===== src/rtl/qpsk_tx_iq_shaper.sv =====
// Dual-channel (I/Q) polyphase upsampling pulse shaper with symbol handshake and saturating output.
// Optional macro QPSK_TX_ROUND_EN: round half up before saturation instead of truncating.
module qpsk_tx_iq_shaper #(
  parameter int unsigned UPSAMPLE    = 4,
  parameter int unsigned NCOEF       = 24,
  parameter int unsigned COEF_NBITS  = 8,
  parameter int unsigned COEF_NFBITS = 7,
  parameter int unsigned OUT_NBITS   = 8,
  parameter int unsigned OUT_NFBITS  = 7,
  parameter logic [NCOEF*COEF_NBITS-1:0] COEF = '0
) (
  input  logic                 clk_i,
  input  logic                 rst_i,
  input  logic                 en_i,
  input  logic                 sym_valid_i,
  output logic                 sym_ready_o,
  input  logic                 sym_i_i,
  input  logic                 sym_q_i,
  output logic                 out_valid_o,
  output logic [OUT_NBITS-1:0] out_i_o,
  output logic [OUT_NBITS-1:0] out_q_o,
  output logic                 underflow_o
);

  localparam int unsigned NTAPS = NCOEF / UPSAMPLE;
  localparam int unsigned PW    = $clog2(UPSAMPLE);
  localparam int unsigned CW    = $clog2(NCOEF);
  localparam int unsigned SHIFT = COEF_NFBITS - OUT_NFBITS;
`ifdef QPSK_TX_ROUND_EN
  localparam int unsigned AW    = COEF_NBITS + $clog2(NTAPS) + 2;
  localparam int          RND   = (2 ** SHIFT) / 2;
`else
  localparam int unsigned AW    = COEF_NBITS + $clog2(NTAPS) + 1;
  localparam int          RND   = 0;
`endif
  localparam int unsigned SW    = (AW > OUT_NBITS) ? AW : OUT_NBITS;
  localparam logic signed [SW-1:0] MaxV = SW'((2 ** (OUT_NBITS - 1)) - 1);
  localparam logic signed [SW-1:0] MinV = ~MaxV;

  logic signed [COEF_NBITS-1:0] coef [NCOEF];

  for (genvar j = 0; j < NCOEF; j++) begin : g_coef
    assign coef[j] = COEF[(NCOEF-1-j)*COEF_NBITS +: COEF_NBITS];
  end

  logic [PW-1:0]        phase_q, phase_d;
  logic [NTAPS-1:0]     occ_q, occ_d, si_q, si_d, sq_q, sq_d;
  logic [OUT_NBITS-1:0] oi_q, oi_d, oq_q, oq_d;
  logic                 valid_q, valid_d, uf_q, uf_d;
  logic                 xfer;
  logic signed [AW-1:0] acc_i, acc_q, cext;
  logic [CW-1:0]        idx;

  function automatic logic [OUT_NBITS-1:0] scale_sat(input logic signed [AW-1:0] acc);
    logic signed [AW-1:0] s;
    logic signed [SW-1:0] w;
    s = (acc + AW'(RND)) >>> SHIFT;
    w = SW'(s);
    if (w > MaxV) return MaxV[OUT_NBITS-1:0];
    if (w < MinV) return MinV[OUT_NBITS-1:0];
    return w[OUT_NBITS-1:0];
  endfunction

  always_comb begin
    sym_ready_o = en_i & (phase_q == '0) & ~rst_i;
    xfer        = sym_ready_o & sym_valid_i;
    phase_d     = phase_q;
    occ_d       = occ_q;
    si_d        = si_q;
    sq_d        = sq_q;
    uf_d        = 1'b0;
    if (en_i) begin
      phase_d = (phase_q == PW'(UPSAMPLE - 1)) ? '0 : phase_q + PW'(1);
      if (phase_q == '0) begin
        // Slot 0 sign is don't-care when unoccupied, so the raw bits are loaded regardless.
        occ_d = (occ_q << 1) | NTAPS'(xfer);
        si_d  = (si_q << 1) | NTAPS'(sym_i_i);
        sq_d  = (sq_q << 1) | NTAPS'(sym_q_i);
        uf_d  = ~sym_valid_i;
      end
    end
  end

  // The sample produced at an edge uses the phase in force at that edge, so an accepted
  // symbol shows up as its coef[0] term in the very next output sample.
  always_comb begin
    acc_i = '0;
    acc_q = '0;
    cext  = '0;
    idx   = '0;
    for (int k = 0; k < int'(NTAPS); k++) begin
      idx  = CW'(k * int'(UPSAMPLE) + int'(phase_q));
      cext = {{(AW - COEF_NBITS){coef[idx][COEF_NBITS-1]}}, coef[idx]};
      if (occ_d[k]) begin
        acc_i = si_d[k] ? acc_i + cext : acc_i - cext;
        acc_q = sq_d[k] ? acc_q + cext : acc_q - cext;
      end
    end
    oi_d    = oi_q;
    oq_d    = oq_q;
    valid_d = 1'b0;
    if (en_i) begin
      oi_d    = scale_sat(acc_i);
      oq_d    = scale_sat(acc_q);
      valid_d = 1'b1;
    end
  end

  always_ff @(posedge clk_i) begin
    if (rst_i) begin
      phase_q <= '0;
      occ_q   <= '0;
      si_q    <= '0;
      sq_q    <= '0;
      oi_q    <= '0;
      oq_q    <= '0;
      valid_q <= 1'b0;
      uf_q    <= 1'b0;
    end else begin
      phase_q <= phase_d;
      occ_q   <= occ_d;
      si_q    <= si_d;
      sq_q    <= sq_d;
      oi_q    <= oi_d;
      oq_q    <= oq_d;
      valid_q <= valid_d;
      uf_q    <= uf_d;
    end
  end

  assign out_valid_o = valid_q;
  assign out_i_o     = oi_q;
  assign out_q_o     = oq_q;
  assign underflow_o = uf_q;

endmodule


===== config.mk =====
export PLATFORM = sky130hd
export DESIGN_NAME = qpsk_tx_iq_shaper
export DESIGN_NICKNAME = d
export VERILOG_FILES = /design/src/rtl/qpsk_tx_iq_shaper.sv
export SDC_FILE = /design/constraint.sdc
export NUM_CORES = 1
export LEC_CHECK = 0
export CAP_MARGIN = 10
export CORE_AREA = 2 2 39 41
export DETAILED_ROUTE_END_ITERATION = 7
export DIE_AREA = 0 0 41 43
export PLACE_DENSITY = 0.67
export SYNTH_ARGS = -nofsm -noshare
export SYNTH_HDL_FRONTEND = slang
export SYNTH_SLANG_ARGS = --single-unit

===== constraint.sdc =====
create_clock -name clk_i -period 3.2 [get_ports clk_i]
set_clock_uncertainty 0.2 [all_clocks]
set_input_delay 0.48 -clock clk_i [delete_from_list [all_inputs] [get_ports clk_i]]
set_output_delay 0.48 -clock clk_i [all_outputs]
set_load 0.02 [all_outputs]

==> results of run 1 <==
[cells in the final DEF (no fill, tap or decap), types with 2 or more instances in the layout]
cell type	count
nor2_1	2
ha_1	2
inv_1	2
conb_1	16
clkbuf_4	3
clkdlybuf4s50_1	6
dfxtp_1	4
[logic make-up after synthesis]
group,count (synthesis),share of synthesized area
adders and majority gates,2,0.0873
AOI/OAI and AO/OA,1,0.0262
buffers and inverters,18,0.445
and+or+nand+nor,6,0.114
other,1,0.0131
muxes,1,0.0349
DFF,4,0.279
[worst max-delay path, stage by stage]
cell             delay, ps
clkdlybuf4s50_1        550
nand2_1                100
nor2_1                  90
clkdlybuf4s50_1        600
[Yosys cell counts]
cell type / instances
buf_4: 16
nand2_1: 1
dfxtp_1: 4
nor3_1: 1
nor2_1: 2
o31ai_1: 1
conb_1: 1
or4b_1: 1
inv_1: 2
ha_1: 2
nor2b_1: 1
mux2i_1: 1
[metrics by stage]
step	utilization	hold slack [ps]	power (uW)
after floorplan	-	274	97.3
after global placement	0.219	296	92.2
after detailed placement	0.219	313	92.7
after CTS	0.235	318	160
after global routing	0.235	351	167
final	0.235	312	155
[power by group through the flow]
stage / clock, uW / combinational [uW] / sequential (uW)
global placement: 0 / 36.1 / 56.1
CTS: 67.9 / 36.6 / 55.5
floorplan: 0 / 39.8 / 57.5
detailed placement: 0 / 36.4 / 56.3
finish: 63.3 / 36.6 / 55.5
global route: 70.4 / 40.9 / 55.7
[routing by layer]
layer | track usage | vias up
met5 | 0 | -
li1 | - | 89
met1 | 0.0254 | 68
met3 | 0.0157 | 0
met2 | 0.0563 | 16
met4 | 0.0600 | 0
[area by class of cell]
type                            instances  area, sq um  share of cell area
Multi-Input combinational cell         26          135               0.415
Sequential cell                         4         80.1               0.246
Timing Repair Buffer                    6         60.1               0.185
Clock buffer                            3         22.5              0.0692
Tap cell                               16         20.0              0.0615
Inverter                                2         7.51              0.0231
[state kept, by name, summed over array words and instances (netlist names)]
signal	flops
phase_q	2
out_valid_o	1
underflow_o	1
[worst max path at each step]
stage	slack (ps)	cells after the start	endpoint	from
5_1_grt	610	4	sym_ready_o	en_i
2_1_floorplan	1680	4	sym_ready_o	phase_q[0]$_SDFFE_PP0P_
6_report	710	4	sym_ready_o	en_i
4_1_cts	700	4	sym_ready_o	en_i
3_5_place_dp	710	4	sym_ready_o	en_i
3_3_place_gp	700	4	sym_ready_o	en_i
==> flow_summary.yaml, run 1 <==
final_layout:
  num-fill-cells: 153
  drive_above_1_share: 0.0732
  antenna_cells: 0
  instances_no_fill: 57
  area_growth_pct: 13.5
  nets: 51
  final_area_sq_um: 325
yosys:
  yosys_warnings: 0
  netlist_area_sq_um: 287
  synth-seq-cells: 4
  synth_area_leaders: "buf_4 42%, dfxtp_1 28%, ha_1 8.7%"
  syn-mean-instance-area_sq_um: 8.68
  netlist_instances: 33
  ys_seq_area_frac: 0.279
  synth_top_cell_area_share: 0.419
  yosysUniqueCellTypes: 12
  synth_top_area_cell: "buf_4"
worst_setup_path:
  cp.required_ps: 2520
  path_max_fanout: 5
  reg2reg_slack_ps: 1850
  reg2reg_to: "phase_q[0]$_SDFFE_PP0P_"
  critPathKind: "in -> out"
  timing.rr.start: "phase_q[0]$_SDFFE_PP0P_"
  endpoint_kind: "primary output"
  arrival_ps: 1810
  reg2reg_depth: 3
  cp-start-kind: "input port"
global_route:
  globalRoute.totalOverflow: 0
  antenna_found_initial: 0
  grt_pass1_wl_um: 393
  grt_pass1_vias: 118
  track_usage: 0.0380
  grt_max_degree: 7
clocking:
  htreeDepth: 1
  path_clk_slew_ps: 40
  post_cts_buffers: 0
  insertion_delay_ps: 240
  cts_buffers: 3
  cts_root_buffer: "clkbuf_4"
  numClockSinks: 4
  cts.path.max_buffers: 2
  cts_tree: "built"
  postCtsHoldBufs: 0
  cts_resized: 0
min_path:
  hp-start: "phase_q[0]$_SDFFE_PP0P_"
  hp-class: "reg -> reg"
  min_to: "phase_q[0]$_SDFFE_PP0P_"
  hold_depth: 2
timing:
  min_period_ps: 2490
  setup_viol_count_final: 0
  setup_ws_ps: 707
  drv_slew: 0
  fin_setup_tns_ps: 0
  rsz0062_at_grt: "false"
  fmax_mhz: 401
  hold_violations: 0
  fin_crit_sh: 0.779
detailed_routing:
  vias_per_cell: 3.04
  met1_length_um: 126
  ant_nets: 0
  wl_per_cell_um: 6.23
  dr_wl_met3_um: 73
  met2_length_um: 155
  drt-total-wl_um: 355
  drtIter0Drc: 1
  highest-signal-layer: "met3"
  first_pass_iters: 2
  drc: 0
  vias: 173
floorplanning:
  initial_core_util: 0.207
  dieArea_sq_um: 1760
  die_w_um: 41
  die_y_um: 43
  io_pins: 25
  core_area_sq_um: 1380
  row_count: 14
placement:
  dpl-instance-area_sq_um: 303
  preCtsSetupSlack_ps: 710
  place_inst: 54
  gp_congestion: 0.535
  dp_hpwl_um: 269
  io_buffers: 6
flow_run:
  cap_viol_max_count: 0
power:
  p_clk_frac: 0.408
  power_frac_comb: 0.235
  power.density_nw_per_um2: 478
  p_leak_uw: 0.000162
  internal_power_uw: 106
  switchingPower_uw: 49.0
  seqPwrFrac: 0.357
  swShare: 0.315
  ir_worst_vdd_v: 0.0000614
status:
  status: "finished clean"
Power figures use the tool's default switching activity.
==> inputs of run 2 (changes only) <==
Clock period 3.2 ns to 2.5 ns, I/O delays scaled along.
==> run 2 against run 1 <==
  * Via count rose by 5.8%
  * Setup slack got worse by 480 ps
  * Core utilization grew 0.54 points
  * Sequential power rose by 28%
  * Cell count up 1.8%
  * Combinational power increased by 31%
  * Sequential share of layout area down 0.56 points
  * Non-clock buffer count grew 1
  * Largest power group unchanged
  * Highest routed layer unchanged
==> flow_summary.yaml, run 2 (same netlist as run 1, synthesis figures left out) <==
status:
  status: "finished clean"
detailed_routing:
  drt-total-wl_um: 383
  vias_per_cell: 3.16
  drtIter0Drc: 0
  ant_nets: 0
  wl_per_cell_um: 6.60
  first_pass_iters: 1
  drc: 0
  vias: 183
worst_setup_path:
  cp-start-kind: "input port"
  timing.rr.start: "phase_q[0]$_SDFFE_PP0P_"
  cp.required_ps: 1920
  path_max_fanout: 5
  arrival_ps: 1700
  reg2reg_depth: 3
  endpoint_kind: "primary output"
  crit_start: "en_i"
  critPathKind: "in -> out"
global_route:
  grt_pass1_vias: 134
  globalRoute.totalOverflow: 0
  antenna_found_initial: 0
  grt_pass1_wl_um: 469
  grt_max_degree: 6
  track_usage: 0.0451
clocking:
  cts.path.max_buffers: 2
  numClockSinks: 4
  insertion_delay_ps: 240
  cts_root_buffer: "clkbuf_4"
  cts_resized: 0
  postCtsHoldBufs: 0
  cts_tree: "built"
  cts_buffers: 3
  htreeDepth: 1
  post_cts_buffers: 0
  path_clk_slew_ps: 40
timing:
  fin_setup_tns_ps: 0
  rsz0062_at_grt: "false"
  whs_ps: 309
  min_period_ps: 2280
  hold_violations: 0
  drv_slew: 0
  fin_crit_sh: 0.910
  setup_viol_count_final: 0
  fmax_mhz: 439
final_layout:
  drive_above_1_share: 0.0952
  instances_no_fill: 58
  antenna_cells: 0
  final_cell_mix: "16 x conb_1, 6 x clkdlybuf4s50_1, 4 x dfxtp_1"
  final_common_cell: "conb_1"
  area_growth_pct: 16.2
  nets: 52
  largest_reg_flops: 2
  largest-register: "phase_q"
power:
  seqPwrFrac: 0.352
  internal_power_uw: 137
  swShare: 0.317
  power.density_nw_per_um2: 604
  power_frac_comb: 0.239
  p_clk_frac: 0.409
  ir_worst_vdd_v: 0.000145
  switchingPower_uw: 63.7
  p_leak_uw: 0.000167
floorplanning:
  io_pins: 25
  initial_core_util: 0.207
  row_count: 14
  die_y_um: 43
  core_area_sq_um: 1380
  dieArea_sq_um: 1760
  die_w_um: 41
placement:
  io_buffers: 6
  gp_congestion: 0.538
  place_inst: 55
  dp_hpwl_um: 298
min_path:
  hp-class: "reg -> reg"
  hp-start: "phase_q[0]$_SDFFE_PP0P_"
  hold_depth: 2
flow_run:
  cap_viol_max_count: 0
[run 2: cell types whose count changed in the layout (fill, tap and decap cells not counted)]
cell / before / now
buf_4: 0 / 1
[run 2: stage by stage]
step                power (uW)  worst slack, ps  cell area (sq um)  utilization
floorplan                  125             1090                343            -
global placement           119              213                310        0.224
detailed placement         120              217                310        0.224
CTS                        207              204                333        0.241
global route               215              120                333        0.241
finish                     201              224                333        0.241
[run 2: power groups by stage]
stage	combinational, uW	sequential (uW)	clock (uW)
CTS	48.3	70.9	88.3
floorplan	50.9	73.6	0
global route	52.9	71.3	90.8
global placement	47.7	71.8	0
finish	48.1	70.8	82.2
detailed placement	48.0	72.2	0
[run 2: layer usage]
layer	share of wire	track usage	vias up
li1	-	-	91
met1	0.38	0.0288	76
met2	0.42	0.0656	16
met3	0.19	0.0314	0
met4	0	0.0600	0
met5	0	0	-
[run 2: final cells by class]
class	instances	area, sq um
Tap cell	16	20.0
Clock buffer	3	22.5
Timing Repair Buffer	7	67.6
Fill cell	156	1050
Multi-Input combinational cell	26	135
Sequential cell	4	80.1
Inverter	2	7.51
[run 2: worst max-delay path: stages]
cell and delay [ps]:
clkdlybuf4s50_1 550, nand2_1 90, nor2_1 90, clkdlybuf4s50_1 600
[run 2: worst paths after layout]
| check | slack, ps | endpoint |
|---|---|---|
| min reg2reg | 310 | phase_q[0]$_SDFFE_PP0P_ |
| max | 220 | sym_ready_o |
| min | 310 | phase_q[0]$_SDFFE_PP0P_ |
| max reg2reg | 1140 | phase_q[0]$_SDFFE_PP0P_ |
==> inputs of run 3 (changes only) <==
Settings changed: CTS_BUF_LIST from default to sky130_fd_sc_hd__clkbuf_16, SKIP_CTS_REPAIR_TIMING from default to 1.
Clock period 2.5 ns to 2.42 ns, I/O delays scaled along.
==> run 3 against run 2 <==
  * Die area unchanged
  * Global-route usage up 0.70 points
  * Register-to-register slack worse by 80 ps
  * Total power up 88%
  * Critical path depth unchanged
  * Non-clock buffer count up 1
  * Sequential share of layout area down 3.7 points
  * Routed wire length up 5.5%
  * Clock-buffer cell count unchanged
  * Sequential power up 3.8%
  * Worst hold slack worse by 2.1 ps
  * Cell count up 1.7%
==> flow_summary.yaml, run 3 (same netlist as run 1, synthesis figures left out) <==
timing:
  rsz0062_at_grt: "false"
  min_period_ps: 2150
  fin_setup_tns_ps: 0
  fin_crit_sh: 0.887
  hold_violations: 0
  setup_viol_count_final: 0
  drv_slew: 0
  fmax_mhz: 466
detailed_routing:
  vias: 191
  drc: 0
  wl_per_cell_um: 6.85
  first_pass_iters: 1
  vias_per_cell: 3.24
  ant_nets: 0
  drtIter0Drc: 0
  drt-total-wl_um: 404
worst_setup_path:
  cp-start-kind: "input port"
  cp_num_cells: 4
  slowest_delay_ps: 600
  crit_path_frequent_cell: "clkdlybuf4s50_1"
  crit_start: "en_i"
  timing.rr.start: "phase_q[0]$_SDFFE_PP0P_"
  critPathKind: "in -> out"
  path_cells: "clkdlybuf4s50_1 -> nand2_1 -> nor2_1 -> clkdlybuf4s50_1"
  arrival_ps: 1580
  reg2reg_to: "phase_q[0]$_SDFFE_PP0P_"
  cp.required_ps: 1860
  reg2reg_slack_ps: 1060
  endpoint_kind: "primary output"
  path_buf_inv: 2
  reg2reg_depth: 3
  path_max_fanout: 2
  cpLargestDelayFamily: "buffers and inverters"
  slowest_stage: "clkdlybuf4s50_1"
clocking:
  numClockSinks: 4
  cts_tree: "built"
  path_clk_slew_ps: 30
  htreeDepth: 1
  cts_root_buffer: "clkbuf_16"
  cts_buffers: 3
  insertion_delay_ps: 220
  cts.path.max_buffers: 2
min_path:
  hold_depth: 2
  min_to: "phase_q[0]$_SDFFE_PP0P_"
  hp-class: "reg -> reg"
  hp-start: "phase_q[0]$_SDFFE_PP0P_"
floorplanning:
  io_pins: 25
  row_count: 14
  core_area_sq_um: 1380
  dieArea_sq_um: 1760
  die_w_um: 41
  initial_core_util: 0.207
  die_y_um: 43
power:
  power.density_nw_per_um2: 964
  ir_worst_vdd_v: 0.000188
  p_leak_uw: 0.000195
  total_power_uw: 379
final_layout:
  largest_reg_flops: 2
  drive_above_1_share: 0.116
  nets: 53
  final_common_cell: "conb_1"
  area_growth_pct: 37.1
  final_cell_mix: "16 x conb_1, 6 x clkdlybuf4s50_1, 4 x dfxtp_1"
  largest-register: "phase_q"
  antenna_cells: 0
global_route:
  antenna_found_initial: 0
  grt_max_degree: 6
  globalRoute.totalOverflow: 0
  grt_pass1_wl_um: 524
  track_usage: 0.0522
  grt_pass1_vias: 158
placement:
  io_buffers: 6
  gp_congestion: 0.547
  dp_hpwl_um: 300
status:
  status: "finished clean"
flow_run:
  cap_viol_max_count: 0
[run 3: power breakdown]
| part | leakage (uW) | internal [uW] | total (uW) | switching, uW |
|---|---|---|---|---|
| Combinational | 0.000125 | 16.4 | 50.9 | 34.5 |
| Clock | 0.0000370 | 211 | 254 | 43.5 |
| Sequential | 0.0000330 | 71.1 | 73.5 | 2.42 |
[run 3: worst reg2reg max path: cells and delay by family (launching register included)]
kind / cells / cell delay [ps]
AOI/OAI and AO/OA: 1 / 80
adders and majority gates: 1 / 190
DFF: 1 / 310
and+or+nand+nor: 1 / 490
[run 3: worst max-delay path by stage]
| stage | to | slack [ps] |
|---|---|---|
| after global routing | sym_ready_o | 190 |
| after global placement | sym_ready_o | 260 |
| after CTS | sym_ready_o | 260 |
| after detailed placement | sym_ready_o | 270 |
| final | sym_ready_o | 270 |
| after floorplan | sym_ready_o | 1020 |
[run 3: metal layers]
layer / vias up / routed length, um / GRT usage
li1: 92 / - / -
met1: 81 / 128 / 0.0288
met2: 16 / 185 / 0.0781
met3: 2 / 76 / 0.0314
met4: 0 / 14 / 0.0800
met5: - / 0 / 0
[run 3: layout make-up]
cell class	instances	area (sq um)
Fill cell	159	991
Multi-Input combinational cell	26	135
Sequential cell	4	80.1
Clock buffer	3	75.1
Timing Repair Buffer	8	75.1
Tap cell	16	20.0
Inverter	2	7.51
[run 3: per-stage QoR]
stage | cells | hold slack [ps] | area [sq um] | setup slack, ps | utilization
3_5_place_dp | 56 | 307 | 318 | 266 | 0.230
4_1_cts | 59 | 313 | 393 | 261 | 0.284
2_1_floorplan | 48 | 235 | 343 | 1020 | -
5_1_grt | 59 | 353 | 393 | 190 | 0.284
6_report | 59 | 307 | 393 | 273 | 0.284
3_3_place_gp | 56 | 292 | 318 | 263 | 0.230
